[config.mk]
export PLATFORM = sky130hd
export DESIGN_NAME = mmu_requant
export DESIGN_NICKNAME = d
export VERILOG_FILES = /design/src/rtl/mmu_requant.sv
export SDC_FILE = /design/constraint.sdc
export NUM_CORES = 1
export LEC_CHECK = 0
export CAP_MARGIN = 40
export CORE_ASPECT_RATIO = 1.4
export CORE_MARGIN = 4
export CORE_UTILIZATION = 42
export CTS_BUF_LIST = sky130_fd_sc_hd__clkbuf_4 sky130_fd_sc_hd__clkbuf_8
export DETAILED_ROUTE_END_ITERATION = 10
export GPL_TIMING_DRIVEN = 1
export SYNTH_ARGS = -nofsm -noshare
export SYNTH_HDL_FRONTEND = slang
export SYNTH_SLANG_ARGS = --single-unit
[constraint.sdc]
create_clock -name clk -period 9.1 [get_ports clk]
set_clock_uncertainty 0.1 [all_clocks]
set_input_delay 1.82 -clock clk [delete_from_list [all_inputs] [get_ports clk]]
set_output_delay 1.82 -clock clk [all_outputs]
set_load 0.1 [all_outputs]
[src/rtl/mmu_requant.sv]
// Requantisation stage behind the MMU: accumulates K partial-sum tiles popped from the
// result FIFO, then applies optional ReLU, arithmetic shift and int8 saturation.
module mmu_requant #(
  parameter int SIZE = 2,
  parameter int K_W  = 8
) (
  input  logic                               clk,
  input  logic                               rst,
  input  logic [SIZE-1:0][SIZE-1:0][31:0]    acc_in,
  input  logic                               acc_in_rdy,
  output logic                               acc_in_pop,
  input  logic                               start,
  input  logic [K_W-1:0]                     k_tiles,
  input  logic [4:0]                         shift,
  input  logic                               relu_en,
  output logic                               busy,
  output logic                               done,
  output logic [SIZE-1:0][SIZE-1:0][7:0]     q_out,
  output logic                               q_valid,
  input  logic                               q_ready
);

  typedef enum logic [2:0] {
    S_IDLE  = 3'd0,
    S_POP   = 3'd1,
    S_WAIT  = 3'd2,
    S_ACC   = 3'd3,
    S_QUANT = 3'd4,
    S_OUT   = 3'd5,
    S_DONE  = 3'd6
  } state_t;

  state_t                            state_q, state_d;
  logic [SIZE-1:0][SIZE-1:0][31:0]   acc_q, acc_d;
  logic [K_W-1:0]                    cnt_q, cnt_d;
  logic [K_W-1:0]                    k_lat_q, k_lat_d;
  logic [4:0]                        shift_q, shift_d;
  logic                              relu_q, relu_d;
  logic [SIZE-1:0][SIZE-1:0][7:0]    q_out_q, q_out_d;
  logic                              busy_q, busy_d;
  logic                              done_q, done_d;
  logic                              q_valid_q, q_valid_d;

  // ReLU, arithmetic shift (rounds toward -inf) and saturation to int8.
  function automatic logic [7:0] requant(input logic [31:0] a, input logic [4:0] sh,
                                         input logic relu);
    logic signed [31:0] v;
    logic signed [31:0] s;
    logic [7:0]         r;
    v = (relu && a[31]) ? 32'sd0 : $signed(a);
    s = v >>> sh;
    if (s > 32'sd127) begin
      r = 8'h7f;
    end else if (s < -32'sd128) begin
      r = 8'h80;
    end else begin
      r = s[7:0];
    end
    return r;
  endfunction

  // The FIFO pop is combinational so a ready FIFO is drained in the same POP cycle.
  assign acc_in_pop = (state_q == S_POP) && acc_in_rdy;

  // Next-state, datapath and registered-output computation.
  always_comb begin
    state_d = state_q;
    acc_d   = acc_q;
    cnt_d   = cnt_q;
    k_lat_d = k_lat_q;
    shift_d = shift_q;
    relu_d  = relu_q;
    q_out_d = q_out_q;
    case (state_q)
      S_IDLE: begin
        if (start) begin
          k_lat_d = (k_tiles == {K_W{1'b0}}) ? {{(K_W-1){1'b0}}, 1'b1} : k_tiles;
          shift_d = shift;
          relu_d  = relu_en;
          acc_d   = '0;
          cnt_d   = {K_W{1'b0}};
          state_d = S_POP;
        end else begin
          state_d = S_IDLE;
        end
      end
      S_POP: begin
        if (acc_in_rdy) begin
          state_d = S_WAIT;
        end else begin
          state_d = S_POP;
        end
      end
      S_WAIT: state_d = S_ACC;
      S_ACC: begin
        for (int i = 0; i < SIZE; i++) begin
          for (int j = 0; j < SIZE; j++) begin
            acc_d[i][j] = acc_q[i][j] + acc_in[i][j];
          end
        end
        cnt_d = cnt_q + {{(K_W-1){1'b0}}, 1'b1};
        if (cnt_d == k_lat_q) begin
          state_d = S_QUANT;
        end else begin
          state_d = S_POP;
        end
      end
      S_QUANT: begin
        for (int i = 0; i < SIZE; i++) begin
          for (int j = 0; j < SIZE; j++) begin
            q_out_d[i][j] = requant(acc_q[i][j], shift_q, relu_q);
          end
        end
        state_d = S_OUT;
      end
      S_OUT: begin
        if (q_ready) begin
          state_d = S_DONE;
        end else begin
          state_d = S_OUT;
        end
      end
      S_DONE:  state_d = S_IDLE;
      default: state_d = S_IDLE;
    endcase
    busy_d    = (state_d != S_IDLE);
    done_d    = (state_d == S_DONE);
    q_valid_d = (state_d == S_OUT);
  end

  // State and output registers; reset drops any job in flight.
  always_ff @(posedge clk or posedge rst) begin
    if (rst) begin
      state_q   <= S_IDLE;
      acc_q     <= '0;
      cnt_q     <= {K_W{1'b0}};
      k_lat_q   <= {K_W{1'b0}};
      shift_q   <= 5'd0;
      relu_q    <= 1'b0;
      q_out_q   <= '0;
      busy_q    <= 1'b0;
      done_q    <= 1'b0;
      q_valid_q <= 1'b0;
    end else begin
      state_q   <= state_d;
      acc_q     <= acc_d;
      cnt_q     <= cnt_d;
      k_lat_q   <= k_lat_d;
      shift_q   <= shift_d;
      relu_q    <= relu_d;
      q_out_q   <= q_out_d;
      busy_q    <= busy_d;
      done_q    <= done_d;
      q_valid_q <= q_valid_d;
    end
  end

  assign busy    = busy_q;
  assign done    = done_q;
  assign q_valid = q_valid_q;
  assign q_out   = q_out_q;

endmodule
* Yosys cells after proc, flatten, opt, wreduce, memory -nomap -nowiden
Index checks and enable logic that the tools add are counted.
Word-level totals: bits in registers 188, bits of input ports 147, output and inout port bits 36
Operators by class: reduce and logical (&&, ||, !) cells 11, add/sub/neg operators 5, $lt $le $gt $ge 8, multiplexer cells 22, shift operators 4, equal/unequal tests 9
Operators with widths (count):
- $pmux W128 S2 | 1
- $add A32 B32 Y32 | 4
- $gt A32 B8 Y1 const B | 4
- $lt A32 B8 Y1 const B | 4
- $mux W128 | 1
- $mux W32 | 4
- $sshr A32 B5 Y32 | 4
- $mux W8 | 10
- $pmux W3 S6 | 1
- $pmux W8 S2 | 1
- $eq A3 B3 Y1 const B | 4
- $add A8 B1 Y8 const B | 1
- $eq A8 B8 Y1 | 1
- $logic_not A8 Y1 | 1
- $eq A3 B2 Y1 const B | 2
- $logic_and A1 B1 Y1 | 5
- $mux W2 | 2
- $reduce_and A2 Y1 | 2
- $eq A3 B1 Y1 const B | 1
- $logic_not A3 Y1 | 1
- $mux W3 | 1
- $reduce_bool A3 Y1 | 1
- $ne A2 B2 Y1 const B | 1
- $reduce_bool A2 Y1 | 1
- $mux W1 | 1

* Longest topological paths before layout
word-level depth 6, depth in mapped cells 16, mapped depth without buffers 11

* Worst setup path before layout
No wires, ideal clock.
path type input -> output, from input port acc_in_rdy, to output port acc_in_pop, arrival time 3.908 ns, path buffers 0, stages on the path 2, slack 3.272 ns, required time 7.180 ns, cells stage by stage nand2_1 nor3_1
On the way: longest elaborated chain between the ends 1
Ends and longest elaborated chain:
- start: declaration | RTL line 10 | input logic acc_in_rdy,
- $logic_and A1 B1 Y1 | RTL line 63 | assign acc_in_pop = (state_q == S_POP) && acc_in_rdy;
- end: declaration | RTL line 11 | output logic acc_in_pop,
Every way passes these cells.

* Worst setup path after layout
Ends and elaborated chain as after synthesis.

==> flow_summary_export.csv <==
group,metric,value,unit
clock_network,cts_hold_buf,0,
sta,hold_violations,0,
clock_network,cts.path.max_buffers,2,
pwr,switching_share,0.546,
worst_setup_path,cp.required,7.18,ns
placement,port_buffers,182,
synthesis,synthCells,2588,
sta,min_period,5.20,ns
clock_network,htreeDepth,4,
synthesis,ys_seq_area_frac,0.215,
drt,routedWlPerCell,21.6,um
cells_and_area,layout-drive-gt1-share,0.102,
drt,postRouteAntennaNets,0,
synthesis,synth.distinct_cells,104,
worst_setup_path,crit_start,"acc_in_rdy",
worst_setup_path,path_buf_inv,3,
drt,drt_wl_total,72100,um
drt,vias_per_cell,6.28,
worst_setup_path,crit_slowest_cell,"clkdlybuf4s50_1",
pwr,clkPwrFrac,0.067,
worst_setup_path,cp_top_family,"buffers and inverters",
floorplanning,core,51400,um^2
pwr,seqPwrFrac,0.193,
global_route,track_usage,0.249,
worst_setup_path,crit_arrival,3.28,ns
sta,maxSlewHeadroom,0.369,
pwr,p_sw,0.00540,W
floorplanning,fp-row-count,98,
worst_hold_path,hold_start,"q_out[15]",
synthesis,yosysTopAreaCellShare,0.215,
sta,post-route-period-util,0.571,
placement,gp_congestion,0.936,
synthesis,synth_area,21900,um^2
drt,drt-initial-drc-count,1648,
synthesis,ys_dominant_reg_cell,"dfrtp_1",
clock_network,clock_sinks,188,
run_status,outcome,"finished clean",
synthesis,syn_avg_cell_area,8.46,um^2
pwr,p_int,0.00448,W
floorplanning,die-area,55900,um^2
worst_setup_path,crit_fanout,2,
synthesis,syn_nets,2864,
sta,setup_violations,0,
pwr,ir_worst_vdd,0.277,mV
worst_setup_path,cp_common_cell,"clkdlybuf4s50_1",
floorplanning,ios,183,
drt,dr.pass1.iters,6,
global_route,grt_pass1_vias,20285,
placement,pre_cts_ws,3.76,ns
clock_network,clkSlewWorstSetupHoldPaths,0.09,ns
clock_network,cts_tree,"yes",
cells_and_area,finish.utilization,0.483,
synthesis,async_flop_share,1.00,
clock_network,numCtsBuffers,17,
global_route,antenna_found_initial,2,
synthesis,ys_warn_count,0,
pwr,p_leak,10.2,nW
drt,vias,20986,
placement,place_area,24400,um^2
worst_setup_path,r2r-start,"shift_q[2]",
run,drv_cap,0,
synthesis,synth_area_leaders,"dfrtp_1 21%, mux4_2 8.5%, ha_1 7.1%, nand2_1 6.4%, o21ai_0 5.6%",
clock_network,cts_setup_buffers,0,
worst_setup_path,cp_slowest_stage_delay,0.54,ns
cells_and_area,fin_area,24800,um^2
cells_and_area,nets,2954,
global_route,globalRouteOverflowTotal,0,
pwr,powerDensity,398,nW/um^2
floorplanning,die_h,278,um
sta,grt_setup_unrepaired,"no",
worst_setup_path,reg2reg_slack,4.07,ns
worst_setup_path,path_cells,"clkdlybuf4s50_1 -> nand2_1 -> nor3_1 -> clkdlybuf4s50_1 -> buf_8",
placement,detailed_place_hpwl,54500,um
floorplanning,die_w,201,um
clock_network,cts_root_buffer,"clkbuf_8",
clock_network,clkLatencyLatePin,0.55,ns
sta,tns,0,ns
synthesis,synth_top_area_cell,"dfrtp_1",
worst_hold_path,hp-class,"reg2reg",
global_route,grt_pass1_wl,114000,um
floorplanning,initial_core_util,0.426,
worst_setup_path,crit_type,"in2out",
synthesis,synth_edf_count,0,
drt,drcViolationCount,0,
cells_and_area,areaGrowthSynthToFinish,13.4,%
pwr,pwr-share-comb,0.740,
worst_setup_path,critPathLaunchType,"primary input",
pwr,power.total,0.00988,W
synthesis,ys_seq_elements,188,
global_route,grt_start_max_net_pins,127,
synthesis,yosysMostFrequentCell,"nand2_1",
sta,setup_slack,3.90,ns
synthesis,synthTopCellsByCount,"372 x nand2_1, 247 x o21ai_0, 188 x dfrtp_1, 177 x nor2_1, 172 x a21oi_1",
sta,worst_pin_slew,0.947,ns
sta,final_max_slew_viol_count,0,
sta,max_freq,0.192,GHz
clock_network,cts_resized,0,
worst_setup_path,worst_setup_path_end_kind,"output pin",
-- final cells by class --
type                       instances  area [um^2]
inverter                          43          169
tap                              650          813
timing repair buffer             247         2730
antenna                            1         2.50
clock inverter                    14          205
multi-input combinational       2181        15900
sequential                       188         4720
fill                            4971        26600
clock buffer                      18          248
-- per-layer routing --
metal / vias to the layer above / track usage / routed length, um
met5: - / 0 / 0
met4: 0 / 0.0934 / 2420
met3: 115 / 0.0276 / 2960
met2: 559 / 0.425 / 35200
met1: 10263 / 0.327 / 31500
li1: 10049 / - / -
-- flip-flops by register name, indices dropped and copies added, names as in the netlist --
register	cells
state_q	3
k_lat_q	8
cnt_q	8
done	1
busy	1
q_valid	1
relu_q	1
acc_q	128
q_out	32
shift_q	5
-- path summary, 6_finish.rpt --
| check | to | cells past startpoint |
|---|---|---|
| min | q_out[15] | 2 |
| max reg2reg | q_out[9] | 10 |
| max in group asynchronous | acc_q[88] | 3 |
| min in group asynchronous | acc_q[6] | 2 |
| min reg2reg | q_out[15] | 2 |
| max | acc_in_pop | 5 |
-- power groups by stage --
stage | clock network (W) | logic [W] | registers [W]
4_1_cts | 0.000679 | 0.00725 | 0.00189
3_5_place_dp | 0 | 0.00722 | 0.00191
2_1_floorplan | 0 | 0.00554 | 0.00176
6_report | 0.000660 | 0.00731 | 0.00191
5_1_grt | 0.000703 | 0.00796 | 0.00198
3_3_place_gp | 0 | 0.00698 | 0.00189
-- stage by stage --
stage          hold WS, ns  std cells
2_1_floorplan        0.366       2588
3_3_place_gp         0.367       3268
3_5_place_dp         0.373       3309
4_1_cts              0.397       3341
5_1_grt              0.426       3342
6_report             0.388       3342
-- worst min-delay path, delay by kind of cell (launching register included) --
family,cells,cell delay [ns]
simple gates,2,0.10
flops,1,0.36
-- cell usage in the layout, fill, tap and decap left out, types with 11 or more instances in the layout --
master,instances
xor2_1,58
nand2_1,372
nand2b_1,16
or3_1,12
nor2_1,175
o21a_1,24
a211oi_1,52
and3_1,16
nand3_1,95
xnor2_1,51
nor3_1,55
o21ai_0,247
mux2_2,42
a211o_1,14
mux4_1,24
clkdlybuf4s50_1,182
a21oi_1,172
ha_1,125
o31ai_1,20
clkbuf_8,18
a22o_1,19
and2_1,16
buf_4,23
mux4_2,83
nor4_1,20
a221o_1,12
nor2b_1,14
o211ai_1,30
inv_1,38
a21o_1,56
o21bai_1,19
buf_8,31
nand4_1,14
dfrtp_1,183
a31oi_1,39
nor3b_1,11
mux2i_1,59
-- cells by family (layout without fill, tap and decap cells) --
kind of cell,count (synthesis),in the layout,synth area share
other,0,1,0
buffers and inverters,219,322,0.0581
adder cells (fa/ha/maj),129,129,0.0751
flip-flops,188,188,0.215
AND/OR/NAND/NOR,868,868,0.183
multiplexers,210,210,0.164
AO/OA/AOI/OAI,865,865,0.261
XOR/XNOR,109,109,0.0436
Power figures use the tool's default switching activity.
